**config.mk**
```make
export PLATFORM = sky130hd
export DESIGN_NAME = pmt_timebin_sequencer
export DESIGN_NICKNAME = d
export VERILOG_FILES = /design/src/rtl/pmt_pkg.sv /design/src/rtl/pmt_bin_timer.sv /design/src/rtl/pmt_timebin_sequencer.sv
export SDC_FILE = /design/constraint.sdc
export NUM_CORES = 1
export LEC_CHECK = 0
export CORE_AREA = 2 2 124 126
export DETAILED_ROUTE_END_ITERATION = 16
export DIE_AREA = 0 0 126 128
export DONT_BUFFER_PORTS = 1
export HOLD_SLACK_MARGIN = 0.06
export PLACE_DENSITY_LB_ADDON = 0.12
export SLEW_MARGIN = 20
export SYNTH_ARGS = -nofsm -noshare
export SYNTH_HDL_FRONTEND = slang
export SYNTH_HIERARCHICAL = 1
export SYNTH_SLANG_ARGS = --single-unit
export TNS_END_PERCENT = 5
```
**constraint.sdc**
```tcl
create_clock -name clk -period 5.7 [get_ports clk]
set_input_delay 1.71 -clock clk [delete_from_list [all_inputs] [get_ports clk]]
set_output_delay 1.71 -clock clk [all_outputs]
set_load 0.01 [all_outputs]
```
**src/rtl/pmt_pkg.sv**
```systemverilog
// rtl/pmt_pkg.sv - shared state encoding and constants for the PMT time-bin sequencer
package pmt_pkg;

    localparam int CNT_W_DEF   = 8;
    localparam int BIN_W_DEF   = 32;
    localparam int NBIN_W_DEF  = 16;

    // Shortest usable bin: a 1-cycle bin would leave no cycle between clears
    localparam int MIN_BIN_LEN = 2;

    typedef enum logic [1:0] {
        ST_IDLE  = 2'd0,
        ST_RUN   = 2'd1,
        ST_DRAIN = 2'd2,
        ST_DONE  = 2'd3
    } state_e;

endpackage

```
**src/rtl/pmt_bin_timer.sv**
```systemverilog
// rtl/pmt_bin_timer.sv - bin-length up counter with terminal-count pulse
module pmt_bin_timer
    import pmt_pkg::*;
#(
    parameter int BIN_W = BIN_W_DEF
) (
    input  logic             clk,
    input  logic             resetn,
    input  logic             clear,
    input  logic             en,
    input  logic [BIN_W-1:0] len,
    output logic             tc
);

    logic [BIN_W-1:0] cnt_q;
    logic [BIN_W-1:0] cnt_d;

    // Count 0..len-1 while enabled; tc marks the last cycle of the bin
    always_comb begin
        tc    = en && (cnt_q == (len - BIN_W'(1)));
        cnt_d = cnt_q;
        if (clear) begin
            cnt_d = '0;
        end else if (en) begin
            cnt_d = tc ? '0 : (cnt_q + BIN_W'(1));
        end
    end

    // Counter register
    always_ff @(posedge clk) begin
        if (!resetn) begin
            cnt_q <= '0;
        end else begin
            cnt_q <= cnt_d;
        end
    end

endmodule

```
**src/rtl/pmt_timebin_sequencer.sv**
```systemverilog
// rtl/pmt_timebin_sequencer.sv - run-controlled PMT time-bin scheduler with tagged sample stream
module pmt_timebin_sequencer
    import pmt_pkg::*;
#(
    parameter int CNT_W  = CNT_W_DEF,
    parameter int BIN_W  = BIN_W_DEF,
    parameter int NBIN_W = NBIN_W_DEF
) (
    input  logic                    clk,
    input  logic                    reset,
    input  logic [BIN_W-1:0]        cfg_bin_len,
    input  logic [NBIN_W-1:0]       cfg_num_bins,
    input  logic                    start,
    input  logic                    abort,
    input  logic [CNT_W-1:0]        pmt_count,
    output logic                    cnt_clear,
    output logic [NBIN_W+CNT_W-1:0] out_data,
    output logic                    out_valid,
    input  logic                    out_ready,
    output logic                    busy,
    output logic                    done,
    output logic                    overflow,
    output logic                    LED
);

    state_e                  state_q, state_d;
    logic [BIN_W-1:0]        bin_len_q, bin_len_d;
    logic [NBIN_W-1:0]       num_bins_q, num_bins_d;
    logic [NBIN_W-1:0]       bin_idx_q, bin_idx_d;
    logic                    cnt_clear_q, cnt_clear_d;
    logic [NBIN_W+CNT_W-1:0] out_data_q, out_data_d;
    logic                    out_valid_q, out_valid_d;
    logic                    overflow_q, overflow_d;
    logic                    led_q, led_d;
    logic                    timer_clear;
    logic                    timer_en;
    logic                    bin_tc;

    pmt_bin_timer #(
        .BIN_W (BIN_W)
    ) u_timer (
        .clk    (clk),
        .resetn (reset),
        .clear  (timer_clear),
        .en     (timer_en),
        .len    (bin_len_q),
        .tc     (bin_tc)
    );

    // Run FSM, bin bookkeeping and single-stage output register
    always_comb begin
        state_d     = state_q;
        bin_len_d   = bin_len_q;
        num_bins_d  = num_bins_q;
        bin_idx_d   = bin_idx_q;
        cnt_clear_d = 1'b0;
        out_data_d  = out_data_q;
        out_valid_d = out_valid_q;
        overflow_d  = overflow_q;
        led_d       = led_q;
        timer_clear = 1'b0;
        timer_en    = (state_q == ST_RUN);

        if (out_valid_q && out_ready) begin
            out_valid_d = 1'b0;
        end

        case (state_q)
            ST_IDLE: begin
                if (start && !abort) begin
                    bin_len_d   = (cfg_bin_len < BIN_W'(MIN_BIN_LEN)) ? BIN_W'(MIN_BIN_LEN) : cfg_bin_len;
                    num_bins_d  = cfg_num_bins;
                    overflow_d  = 1'b0;
                    bin_idx_d   = '0;
                    timer_clear = 1'b1;
                    if (cfg_num_bins == '0) begin
                        state_d = ST_DONE;
                    end else begin
                        state_d     = ST_RUN;
                        cnt_clear_d = 1'b1;
                    end
                end
            end
            ST_RUN: begin
                if (abort) begin
                    state_d     = ST_IDLE;
                    out_valid_d = 1'b0;
                end else if (bin_tc) begin
                    cnt_clear_d = 1'b1;
                    led_d       = ~led_q;
                    bin_idx_d   = bin_idx_q + NBIN_W'(1);
                    // A sample still waiting on a stalled sink wins; the new one is lost
                    if (!out_valid_q || out_ready) begin
                        out_data_d  = {bin_idx_q, pmt_count};
                        out_valid_d = 1'b1;
                    end else begin
                        overflow_d = 1'b1;
                    end
                    if (bin_idx_q == (num_bins_q - NBIN_W'(1))) begin
                        state_d = ST_DRAIN;
                    end
                end
            end
            ST_DRAIN: begin
                if (abort) begin
                    state_d     = ST_IDLE;
                    out_valid_d = 1'b0;
                end else if (!out_valid_q || out_ready) begin
                    state_d = ST_DONE;
                end
            end
            ST_DONE: begin
                state_d = ST_IDLE;
            end
            default: begin
                state_d = ST_IDLE;
            end
        endcase
    end

    // State and output registers
    always_ff @(posedge clk) begin
        if (!reset) begin
            state_q     <= ST_IDLE;
            bin_len_q   <= BIN_W'(MIN_BIN_LEN);
            num_bins_q  <= '0;
            bin_idx_q   <= '0;
            cnt_clear_q <= 1'b0;
            out_data_q  <= '0;
            out_valid_q <= 1'b0;
            overflow_q  <= 1'b0;
            led_q       <= 1'b0;
        end else begin
            state_q     <= state_d;
            bin_len_q   <= bin_len_d;
            num_bins_q  <= num_bins_d;
            bin_idx_q   <= bin_idx_d;
            cnt_clear_q <= cnt_clear_d;
            out_data_q  <= out_data_d;
            out_valid_q <= out_valid_d;
            overflow_q  <= overflow_d;
            led_q       <= led_d;
        end
    end

    assign cnt_clear = cnt_clear_q;
    assign out_data  = out_data_q;
    assign out_valid = out_valid_q;
    assign overflow  = overflow_q;
    assign LED       = led_q;
    assign busy      = (state_q == ST_RUN) || (state_q == ST_DRAIN);
    assign done      = (state_q == ST_DONE);

endmodule
```
; Word level (Yosys, flattened, before mapping)
; Cells that the tools add are included.
; Widths: inputs -> output; s select.
[op_classes]
n_lt_le_gt_ge = 1
mux = 32
add_sub_neg = 4
n_eq_ne = 12
n_reduce_logical = 17
n_bitwise = 3
[ops]
columns = cell, count
row1 = $mux 32, 2
row2 = $mux 16, 3
row3 = $add 32x1->32 const B, 1
row4 = $eq 32x32->1, 1
row5 = $lt 32x2->1 const B, 1
row6 = $pmux 16 s2, 1
row7 = $sub 32x1->32 const B, 1
row8 = $add 16x1->16 const B, 1
row9 = $eq 16x16->1, 1
row10 = $logic_not 16->1, 1
row11 = $sub 16x1->16 const B, 1
row12 = $mux 1, 15
row13 = $mux 2, 7
row14 = $reduce_and 4->1, 3
row15 = $ne 3x3->1 const B, 3
row16 = $ne 2x2->1 const B, 4
row17 = $pmux 2 s4, 1
row18 = $pmux 1 s2, 3
row19 = $reduce_and 5->1, 1
row20 = $eq 2x2->1 const B, 2
row21 = $logic_and 1x1->1, 3
row22 = $not 1->1, 3
row23 = $reduce_and 3->1, 1
row24 = $eq 2x1->1 const B, 1
row25 = 6 further kinds, 8
[word_totals]
wordCells = 79
output_inout_bits = 30
ff_bits = 126
input_bits = 61

; Depth between registers and ports, before layout
; Gate-level depths: netlist of run 1.
[logic_depth]
ltp_word = 6
depth_mapped = 18

; Modules after synthesis
; Netlist of run 1, hierarchy kept.
[by_module_without_submodules]
columns = module, n_inst, cells_each, area_per_inst_um2
row1 = pmt_timebin_sequencer, 1, 546, 4458.0
row2 = pmt_bin_timer, 1, 345, 2835.2

; Worst setup path before layout of run 1
; OpenSTA, ideal clock, no wires.
[synth_timing]
kind = register -> register
start = register bin_len_q[0]
end = register bin_idx_q[11]
path_stages_with_launch = 19
synth_period_minus_slack_ns = 4.965
slack_ns = 0.735
setup_ns = 0.128
arrival_time_ns = 4.837
path_cell_list = dfxtp_1 clkbuf_1 inv_1 ha_1 buf_2 nor2b_1 or3_1 a31o_2 a2111o_1 or3_1 nor4bb_1 nor4b_1 inv_1 a2111oi_1 and4_1 clkbuf_1 nand4_1 xor2_1 nor2_1
[synth_via]
elab_chain_len = 5
[synth_lines]
columns = item, line_no
row1 = "start, declared", pmt_timebin_sequencer.sv:27  ; logic [BIN_W-1:0] bin_len_q, bin_len_d;
row2 = "start signal, assigned", pmt_timebin_sequencer.sv:125  ; bin_len_q <= BIN_W'(MIN_BIN_LEN);
row3 = "start signal, assigned", pmt_timebin_sequencer.sv:135  ; bin_len_q <= bin_len_d;
row4 = $sub 32x1->32, pmt_bin_timer.sv:20  ; tc = en && (cnt_q == (len - BIN_W'(1)));
row5 = $eq 32x32->1, pmt_bin_timer.sv:20
row6 = $logic_and 1x1->1, pmt_bin_timer.sv:20
row7 = via bin_tc, pmt_timebin_sequencer.sv:37  ; logic bin_tc;
row8 = $ne 2x2->1 (no line), n/a
row9 = $reduce_and 4->1 (no line), n/a
row10 = "end signal, assigned", pmt_timebin_sequencer.sv:137  ; bin_idx_q <= bin_idx_d;
row11 = "end, declared", pmt_timebin_sequencer.sv:29  ; logic [NBIN_W-1:0] bin_idx_q, bin_idx_d;
; The timed path passes the listed nets, and every way through them passes these cells.
; A chain may end at the register's enable or synchronous reset.

; Worst setup path after layout of run 1
[layout_timing]
start = register bin_len_q[2]
end = register bin_idx_q[13]
; Same word-level chain as after synthesis.

==> summary.md, run 1 <==
| Metric | Value |
|---|---|
| Top FF cell, synth | dfxtp_1 |
| Initial antenna violation count | 1 |
| GRT Resource Usage Total | 0.228 |
| Pin count of the biggest net entering global routing | 83 |
| Yosys warns | 6 |
| Cts hold-fix bufs | 0 |
| CP Cell Sequence | nor3_1 -> and2_2 -> nand3_1 -> a2111o_1 -> or3_1 -> nor4bb_1 -> nor4b_1 -> buf_4 -> inv_1 -> a2111oi_1 -> and4_1 -> nand3_1 -> xor2_1 -> nor2_1 |
| Dpl cells | around 1.0k |
| CP Max Fanout | 11 |
| P&R area growth vs syn | 8.35% |
| First-pass GRT wire length | between 20000 and 30000 um |
| CP Data Required Time | roughly 6.0 ns |
| Area leader, netlist | dfxtp_1 |
| Slew Viols, Final | 0 |
| Fillers | ~1.4k |
| Top achievable clock speed | 199 MHz |
| Num rows | between 40 and 50 |
| CTS-repair resized insts | 0 |
| Period utilization | 0.882 |
| Setup tns final | 0 ns |
| Rel. slew slack | 0.297 |
| Worst hold path type | flop to flop |
| Status | finished, final reports clean |
| Final setup viols | 0 |
| Hold Fails Final Rpt | 0 |
| I/O Pins | between 90 and 100 |
| Gate Count Post-Synth | 891 |
| Vias per inst | 5.71 |
| Seq cells post-synth | approximately 130 |
| Max stage delay on crit path | about 0.84 ns |
| Die area | ~0.016 mm^2 |
| Wirelength per Cell | approximately 17 um |
| WP data arrival | roughly 5.3 ns |
| Maxcap violations | 0 |
| Vias in the first global route | between 5k and 6k |
| RSZ-0062 raised after global routing | no |
| CTS clk-pin slew, worst paths | ~0.06 ns |
| Most common cell in the netlist | nand2_1 |
| Cell class contributing the biggest share of worst-path delay | simple AND/OR/NAND/NOR gates |
| Die Span Y | roughly 130 um |
| Worst-Skew Late Latency | approximately 0.42 ns |
| Most used cell, CP | nand3_1 |
| Mean post-synth cell area | 8.19 um^2 |
| Min cycle time layout | 5.03 ns |
| PortBufs | 0 |
| Total number of vias | slightly above 6k |
| Synth top cells by count | nand2_1, dfxtp_1, a21boi_0 |
| Post-Syn Area | between 0.007 and 0.008 mm^2 |
| Detail Route Antenna Nets | 0 |
| Clock Sinks | about 130 |
| Post-route cell area | between 0.007 and 0.008 mm^2 |
| Worst-Margin Slew | approximately 1.0 ns |
| Distinct cells, synth | just under 90 |
| H-tree levels | 4 |
| # nets final | 940 |
| Register area | 0.00252 mm^2 |
| Setup crit end kind | flop |
| First-pass DRT Iterations | 7 |
| Layout cells sized above 1 | 0.115 |
| Clk buf depth | 2 |
| Hpwl dp | 13400 um |
| PD cells | 298 mW/mm^2 |
| Core Region | 0.0149 mm^2 |
| Area post-placement | between 0.007 and 0.008 mm^2 |
| Post-synth EDFFs | 0 |
| Clk_skew | between 0.01 and 0.015 ns |
| Setup Buffers After CTS | 0 |
| Total grt overflow | 0 |
| Pleak | between 2 and 3 nW |
| Sequential fraction of the synthesis area | 0.346 |
| 1st-iter DRT viols | approximately 250 |
| WP buf/inv | 2 |
| Largest cells by area after synthesis | dfxtp_1, nand2_1, a21boi_0, xor2_1, xnor2_1 |
| Initial Utilization | 0.491 |
| Multi-input logic area | about 0.0045 mm^2 |
| Total Routed Length | approximately 18000 um |
| Final Total Pwr | 2.36 mW |
| Async SR Flop Fraction | 0 |
| Synthesized net count | 960 |
| Cell Count, Final, Fillers Out | ~1.1k |
| CTS root buffer | clkbuf_16 |
| Startpoint types | flop |
| Crit Path Class | flop to flop |
| Placer Congestion | between 0.8 and 0.9 |
| DIE WIDTH | roughly 130 um |
| Worst path slowest cell | nor3_1 |
| CTS tree | built |
| Clock buffer count from CTS | 17 |
| Peak supply drop | approximately 0.26 mV |
| Yosys top cell area share | 0.346 |
| DRC viols | 0 |
## path summary, 6_finish.rpt
kind | start | endpoint | slack (ns) | cells after the start
worst max register to register | bin_len_q[2]$_SDFFE_PN0P_ | bin_idx_q[13]$_SDFFE_PN0P_ | 0.67 | 14
worst min-delay path | bin_len_q[31]$_SDFFE_PN0P_ | bin_len_q[31]$_SDFFE_PN0P_ | 0.48 | 2
worst max-delay path | bin_len_q[2]$_SDFFE_PN0P_ | bin_idx_q[13]$_SDFFE_PN0P_ | 0.67 | 14
worst min register to register | bin_len_q[31]$_SDFFE_PN0P_ | bin_len_q[31]$_SDFFE_PN0P_ | 0.48 | 2
## layout make-up
type                       count  share of cell area
multi-input combinational    701               0.565
sequential                   126               0.319
clock buffer                  19              0.0548
tap                          188              0.0298
clock inverter                13              0.0163
inverter                      19             0.00902
timing repair buffer           6             0.00570
antenna                        1            0.000317
## layout by cell type (no fill, tap or decap), types with 6 or more instances in the layout
master     count
a21boi_0      72
a21oi_1       11
a31oi_1        7
and2_1         6
and3_1        11
and4_1         7
buf_4          6
clkbuf_16     17
dfxtp_1      126
ha_1           8
inv_1         18
inv_6          6
nand2_1      184
nand3_1       27
nand4_1       21
nor2_1        43
nor2_2        30
nor2b_1        9
nor3_1        18
nor4_1        19
o21ai_0       16
or3_1          6
xnor2_1       43
xor2_1        60
## sequential cells by signal, indices dropped and copies added (netlist names)
signal / flops
out_data: 24
LED: 1
cnt_clear: 1
bin_idx_q: 16
num_bins_q: 16
bin_len_q: 32
overflow: 1
out_valid: 1
u_timer/cnt_q: 32
state_q: 2
## metal layers
layer  up-vias  share of wire  global-route usage
li1       3053              -                   -
met1      2913           0.42               0.261
met2       122           0.50               0.391
met3        35          0.049              0.0659
met4         0          0.034               0.111
met5         -              0                   0
## tightest hold or removal path, cell delays in order, from the launching register on
cell      delay (ns)
dfxtp_1         0.32
nand2_1         0.05
a21boi_0        0.07
## where the power goes
group / internal (mW) / switching (mW)
Sequential: 0.911 / 0.0497
Clock: 0.607 / 0.423
Combinational: 0.149 / 0.218
## per-stage QoR
stage / worst slack, ns / hold WS (ns) / utilization
after floorplan: 0.735 / 0.440 / -
after global placement: 0.838 / 0.475 / 0.494
after detailed placement: 0.684 / 0.476 / 0.494
after CTS: 0.664 / 0.484 / 0.531
after global routing: 0.208 / 0.515 / 0.532
final: 0.672 / 0.479 / 0.532
## kinds of logic after synthesis
kind of cell | count (synthesis) | synth area share
compound gates | 149 | 0.152
fa+ha+maj | 8 | 0.0137
buf+inv | 64 | 0.0420
xor+xnor | 103 | 0.124
simple gates | 439 | 0.319
mux | 2 | 0.00292
flops | 126 | 0.346
No activity file was read; power rests on OpenSTA's default activity.
==> run 2, diff against run 1 <==
--- a/config.mk
+++ b/config.mk
@@ -5,9 +5,11 @@
 export SDC_FILE = /design/constraint.sdc
 export NUM_CORES = 1
 export LEC_CHECK = 0
-export CORE_AREA = 2 2 124 126
+export ABC_AREA = 1
+export CAP_MARGIN = 5
+export CORE_AREA = 2 2 127 129
 export DETAILED_ROUTE_END_ITERATION = 16
-export DIE_AREA = 0 0 126 128
+export DIE_AREA = 0 0 129 131
 export DONT_BUFFER_PORTS = 1
 export HOLD_SLACK_MARGIN = 0.06
 export PLACE_DENSITY_LB_ADDON = 0.12
==> summary.md, run 2 <==
| Metric | Value |
|---|---|
| Complex-gate fraction of the synthesized area | 0.125 |
| Worst hold path type | flop to flop |
| CTS clk-pin slew, worst paths | 0.06 ns |
| Total Routed Length | 20500 um |
| Die Span Y | 131 um |
| Worst-Skew Late Latency | around 0.43 ns |
| Wirelength per Cell | 14.5 um |
| Post-route setup slack | approximately 2.0 ns |
| Yosys top cell area share | 0.329 |
| Maxcap violations | 0 |
| Num rows | 46 |
| Post-Syn Area | about 0.0077 mm^2 |
| Startpoint types | flop |
| Yosys warns | 6 |
| CTS root buffer | clkbuf_16 |
| Largest family of logic cells by synthesized area | simple AND/OR/NAND/NOR gates |
| Hold_ws | between 0.4 and 0.5 ns |
| Fillers | 1632 |
| GRT Resource Usage Total | 0.255 |
| Post-Synth Adder-Cell Area | 0.0131 |
| Setup tns final | 0 ns |
| Fraction of synthesized area in multiplexers | 0 |
| 1st-iter DRT viols | between 400 and 500 |
| CTS tree | built |
| Clk_skew | about 0.0096 ns |
| Largest cells by area after synthesis | dfxtp_1, nand2_1, nor2_1, o21ai_0, inv_1 |
| Die area | approximately 0.017 mm^2 |
| Final setup viols | 0 |
| # nets final | ~1.3k |
| Hpwl dp | between 15000 and 20000 um |
| Clock Sinks | between 100 and 150 |
| Total number of vias | between 7k and 8k |
| Mean post-synth cell area | between 6 and 7 um^2 |
| Crit Path Class | flop to flop |
| Most common cell in the netlist | nand2_1 |
| Area post-placement | roughly 0.0078 mm^2 |
| Placer Congestion | around 0.93 |
| Initial Utilization | 0.491 |
| First-pass GRT wire length | approximately 34000 um |
| Top FF cell, synth | dfxtp_1 |
| Post-route cell area | 0.00844 mm^2 |
| P&R area growth vs syn | 10.2% |
| Core Region | ~0.016 mm^2 |
| DIE WIDTH | approximately 130 um |
| Min cycle time layout | between 3 and 4 ns |
| Cts hold-fix bufs | 0 |
| CTS-repair resized insts | 0 |
| Setup crit end kind | flop |
| Top achievable clock speed | ~270 MHz |
| H-tree levels | 4 |
| Multi-input logic area | between 0.004 and 0.005 mm^2 |
| Slew Viols, Final | 0 |
| First-pass DRT Iterations | 5 |
| Antenna cells | 0 |
| Vias per inst | ~5 |
| Vias in the first global route | about 7k |
| Status | finished, final reports clean |
| Layout cells sized above 1 | 0.0890 |
| Met2 GRT Util | 0.458 |
| Setup Buffers After CTS | 0 |
| Pin count of the biggest net entering global routing | 80 |
| Routing usage on met3 | 0.0582 |
| Area leader, netlist | dfxtp_1 |
| Pre-CTS WS | ~2 ns |
| Clock buffer count from CTS | 17 |
| Clk buf depth | 2 |
| Busiest grt layer | met2 |
| CP Max Fanout | 39 |
| Async SR Flop Fraction | 0 |
| Distinct cells, synth | between 40 and 50 |
| Most common cell after layout, fill and taps aside | nand2_1 |
| Gate Count Post-Synth | 1196 |
| Rel. slew slack | 0.530 |
| Detail Route Antenna Nets | 0 |
| PD cells | approximately 380 mW/mm^2 |
| I/O Pins | 91 |
| Seq cells post-synth | ~130 |
| R2r startpoint | state_q[1]$_SDFFE_PN0P_ |
| WP data arrival | approximately 4.1 ns |
| Period utilization | 0.655 |
| Hold Fails Final Rpt | 0 |
| Met1 usage | 0.295 |
| CP Data Required Time | 6.02 ns |
| DRC viols | 0 |
| RSZ-0062 raised after global routing | no |
| Crit path from | state_q[1]$_SDFFE_PN0P_ |
| Synthesized net count | approximately 1.3k |
| Worst hold start | num_bins_q[14]$_SDFFE_PN0P_ |
| Post-synthesis simple-gate area fraction | 0.376 |
| Register area | roughly 0.0025 mm^2 |
| Final Total Pwr | 3.20 mW |
| Total grt overflow | 0 |
| Worst-Margin Slew | 0.703 ns |
| Pleak | about 3.9 nW |
| Sequential fraction of the synthesis area | 0.329 |
| XOR/XNOR Fraction of Synth Area | 0.0663 |
| PortBufs | 0 |
| Peak supply drop | around 0.23 mV |
| Synth top cells by count | nand2_1, nor2_1, inv_1 |
| Commonest cells after routing, fill and taps aside | nand2_1, nor2_1, inv_1, dfxtp_1, o21ai_0 |
| Post-synth EDFFs | 0 |
| Initial antenna violation count | 0 |
run 2: kinds of logic (layout without fill, tap and decap cells):
logic type | Yosys count | after routing
AO/OA/AOI/OAI | 185 | 185
XOR/XNOR | 58 | 58
AND/OR/NAND/NOR | 640 | 640
flip-flops | 126 | 126
buffers and inverters | 179 | 185
adder cells (fa/ha/maj) | 8 | 8
run 2: final cells by class:
cell class,count,area share
Inverter,149,0.0662
Sequential cell,126,0.299
Clock buffer,17,0.0504
Tap cell,216,0.0320
Timing Repair Buffer,4,0.00356
Clock inverter,15,0.0205
Multi-Input combinational cell,891,0.529
run 2: routing by layer:
metal,wire [um],share of wire
met2,10100,0.49
met5,0,0
met3,897,0.044
met4,569,0.028
met1,9000,0.44
run 2: per-stage QoR:
| step | std cells | utilization |
|---|---|---|
| final | 1418 | 0.541 |
| after global routing | 1418 | 0.541 |
| after CTS | 1418 | 0.541 |
| after floorplan | 1196 | - |
| after global placement | 1386 | 0.503 |
| after detailed placement | 1386 | 0.503 |
run 2: worst max-delay path: stages, from the launching register on:
cell	delay, ns
dfxtp_1	0.34
inv_1	0.08
ha_1	0.59
o21ai_0	0.19
nor3_1	0.29
nand3b_1	0.11
nor3_1	0.19
nand3_1	0.09
nor2_1	0.10
nand3_1	0.09
nor2_1	0.12
inv_1	0.12
nor2_2	0.19
inv_1	0.11
nor2_4	0.55
inv_2	0.22
nor2_1	0.17
nor2_1	0.06
run 2: path summary, 6_finish.rpt:
kind	slack, ns	endpoint	depth (start not counted)
setup / recovery	1.97	out_data[7]$_SDFFE_PN0P_	17
hold / removal	0.50	num_bins_q[14]$_SDFFE_PN0P_	2
setup reg to reg	1.97	out_data[7]$_SDFFE_PN0P_	17
hold reg to reg	0.50	num_bins_q[14]$_SDFFE_PN0P_	2
run 2: where the power goes:
group          switching (mW)  leakage [nW]  internal, mW
registers               0.113          1.02         0.963
clock network           0.453         0.290         0.658
logic                   0.673          2.56         0.343
total                    1.24          3.87          1.96
==> run 3, diff against run 2 <==
==> constraint.sdc (replaced) <==
create_clock -name clk -period 3.3 [get_ports clk]
set_input_delay 0.99 -clock clk [delete_from_list [all_inputs] [get_ports clk]]
set_output_delay 0.99 -clock clk [all_outputs]
set_load 0.01 [all_outputs]
==> summary.md, run 3 (synthesized netlist as in run 2, its figures left out) <==
| Metric | Value |
|---|---|
| Most common cell after layout, fill and taps aside | nand2_1 |
| PortBufs | 0 |
| First-pass GRT wire length | roughly 34000 um |
| Reg2reg setup slack | 0.28 ns |
| CTS tree | built |
| Clk_skew | slightly above 0.008 ns |
| Worst-Skew Late Latency | 0.42 ns |
| Initial Utilization | 0.491 |
| CTS root buffer | clkbuf_16 |
| Detail Route Antenna Nets | 0 |
| Die area | about 0.017 mm^2 |
| I/O Pins | approximately 90 |
| H-tree levels | 4 |
| Peak supply drop | roughly 0.49 mV |
| CP Cell Sequence | nor2_2 -> nand2_2 -> nor2_8 -> nand2_2 -> xor2_1 -> a21o_1 -> nor2_1 -> nand2_1 -> nor2_1 -> nand3_1 -> nor2_2 -> inv_2 -> o21ai_4 -> nand3_4 -> inv_2 -> nand3_2 -> nor2_4 -> nand3_4 -> nor3_2 -> o21ai_1 -> a21oi_1 |
| Cell class contributing the biggest share of worst-path delay | simple AND/OR/NAND/NOR gates |
| Hpwl dp | roughly 16000 um |
| Cell Count, Final, Fillers Out | about 1.4k |
| Period utilization | 0.914 |
| CTS clk-pin slew, worst paths | about 0.06 ns |
| Reg2reg end | bin_idx_q[12]$_SDFFE_PN0P_ |
| Setup tns final | 0 ns |
| Clock buffer count from CTS | 17 |
| P&R area growth vs syn | 13.0% |
| # nets final | roughly 1.3k |
| Max stage delay on crit path | between 0.3 and 0.4 ns |
| Pin count of the biggest net entering global routing | 80 |
| GRT Resource Usage Total | 0.256 |
| Min cycle time layout | 3.02 ns |
| R2r startpoint | bin_len_q[4]$_SDFFE_PN0P_ |
| Hold Fails Final Rpt | 0 |
| Hold EP | num_bins_q[14]$_SDFFE_PN0P_ |
| Dpl cells | approximately 1.4k |
| DIE WIDTH | about 130 um |
| Slew Viols, Final | 0 |
| Commonest cells after routing, fill and taps aside | nand2_1, nor2_1, inv_1, dfxtp_1, o21ai_0 |
| Top achievable clock speed | ~330 MHz |
| Hold_ws | around 0.50 ns |
| Maxcap violations | 0 |
| Total grt overflow | 0 |
| Worst-Margin Slew | around 0.81 ns |
| Final setup viols | 0 |
| Rel. slew slack | 0.457 |
| Status | finished, final reports clean |
| First-pass DRT Iterations | 5 |
| DRC viols | 0 |
| Crit Path Class | flop to flop |
| Setup crit end kind | flop |
| WHS Path Cells | 2 |
| 1st-iter DRT viols | about 390 |
| Worst hold path type | flop to flop |
| Worst path slowest cell | dfxtp_1 |
| Pleak | 3.95 nW |
| Total number of vias | approximately 7.3k |
| Worst hold start | num_bins_q[14]$_SDFFE_PN0P_ |
| R2R depth | 21 |
| CP Max Fanout | 9 |
| Antenna cells | 0 |
| PD cells | 650 mW/mm^2 |
| Layout cells sized above 1 | 0.111 |
| Wirelength per Cell | roughly 14 um |
| Num rows | 46 |
| Startpoint types | flop |
| WP buf/inv | 2 |
| Total Routed Length | a little over 20000 um |
| Final Util | 0.555 |
| CP Data Required Time | around 3.7 ns |
| WP data arrival | 3.37 ns |
| Die Span Y | 131 um |
| Placer Congestion | slightly below 1 |
| Initial antenna violation count | 0 |
| Clk buf depth | 2 |
| Vias per inst | approximately 5.1 |
| Vias in the first global route | roughly 7.0k |
| Core Region | approximately 0.016 mm^2 |
| Clock Sinks | ~130 |
## run 3: stage by stage
step / power (mW) / cell area (um^2) / setup WS, ns
2_1_floorplan: 3.24 / 7660 / 0.604
3_3_place_gp: 3.65 / 7930 / 0.219
3_5_place_dp: 3.66 / 7930 / 0.201
4_1_cts: 5.57 / 8530 / 0.162
5_1_grt: 6.01 / 8650 / -0.00192
6_report: 5.63 / 8650 / 0.283
## run 3: per-layer routing
layer	GRT usage	vias up	share of wire
met2	0.465	161	0.50
met1	0.288	3282	0.42
met4	0.107	0	0.034
met5	0	-	0
li1	-	3846	-
met3	0.0623	42	0.046
## run 3: worst max path at each step
stage / start / endpoint / slack [ns] / cells past startpoint
after detailed placement: bin_len_q[0]$_SDFFE_PN0P_ / bin_idx_q[13]$_SDFFE_PN0P_ / 0.20 / 23
after CTS: bin_len_q[0]$_SDFFE_PN0P_ / bin_idx_q[13]$_SDFFE_PN0P_ / 0.16 / 24
after floorplan: bin_len_q[0]$_SDFFE_PN0P_ / bin_idx_q[15]$_SDFFE_PN0P_ / 0.60 / 23
final: bin_len_q[4]$_SDFFE_PN0P_ / bin_idx_q[12]$_SDFFE_PN0P_ / 0.28 / 21
after global placement: bin_len_q[0]$_SDFFE_PN0P_ / bin_idx_q[13]$_SDFFE_PN0P_ / 0.22 / 23
after global routing: bin_len_q[4]$_SDFFE_PN0P_ / bin_idx_q[12]$_SDFFE_PN0P_ / -0.002 / 21
## run 3: what timing repair did
item                       CTS  global route
hold buffers                 0             0
setup endpoints to repair    0            15
resized for setup            0            26
setup buffers                0             3
## run 3: cell type report
cell class,instances,area (um^2)
clock buffers,19,443
clock inverters,13,155
fillers,1579,6940
inverters,149,562
multi-input cells,891,4550
flip-flops and latches,126,2520
well taps,216,270
repair buffers,16,145
## run 3: worst register-to-register path: cells and delay by family (launching register included)
family,cells,cell delay [ns]
simple gates,14,1.69
compound gates,4,0.51
flops,1,0.38
buf+inv,2,0.19
xor+xnor,1,0.17
## run 3: report_power, final
group | total (mW) | switching (mW) | internal [mW]
Sequential | 1.86 | 0.192 | 1.66
Clock | 1.90 | 0.747 | 1.15
Combinational | 1.87 | 1.23 | 0.642
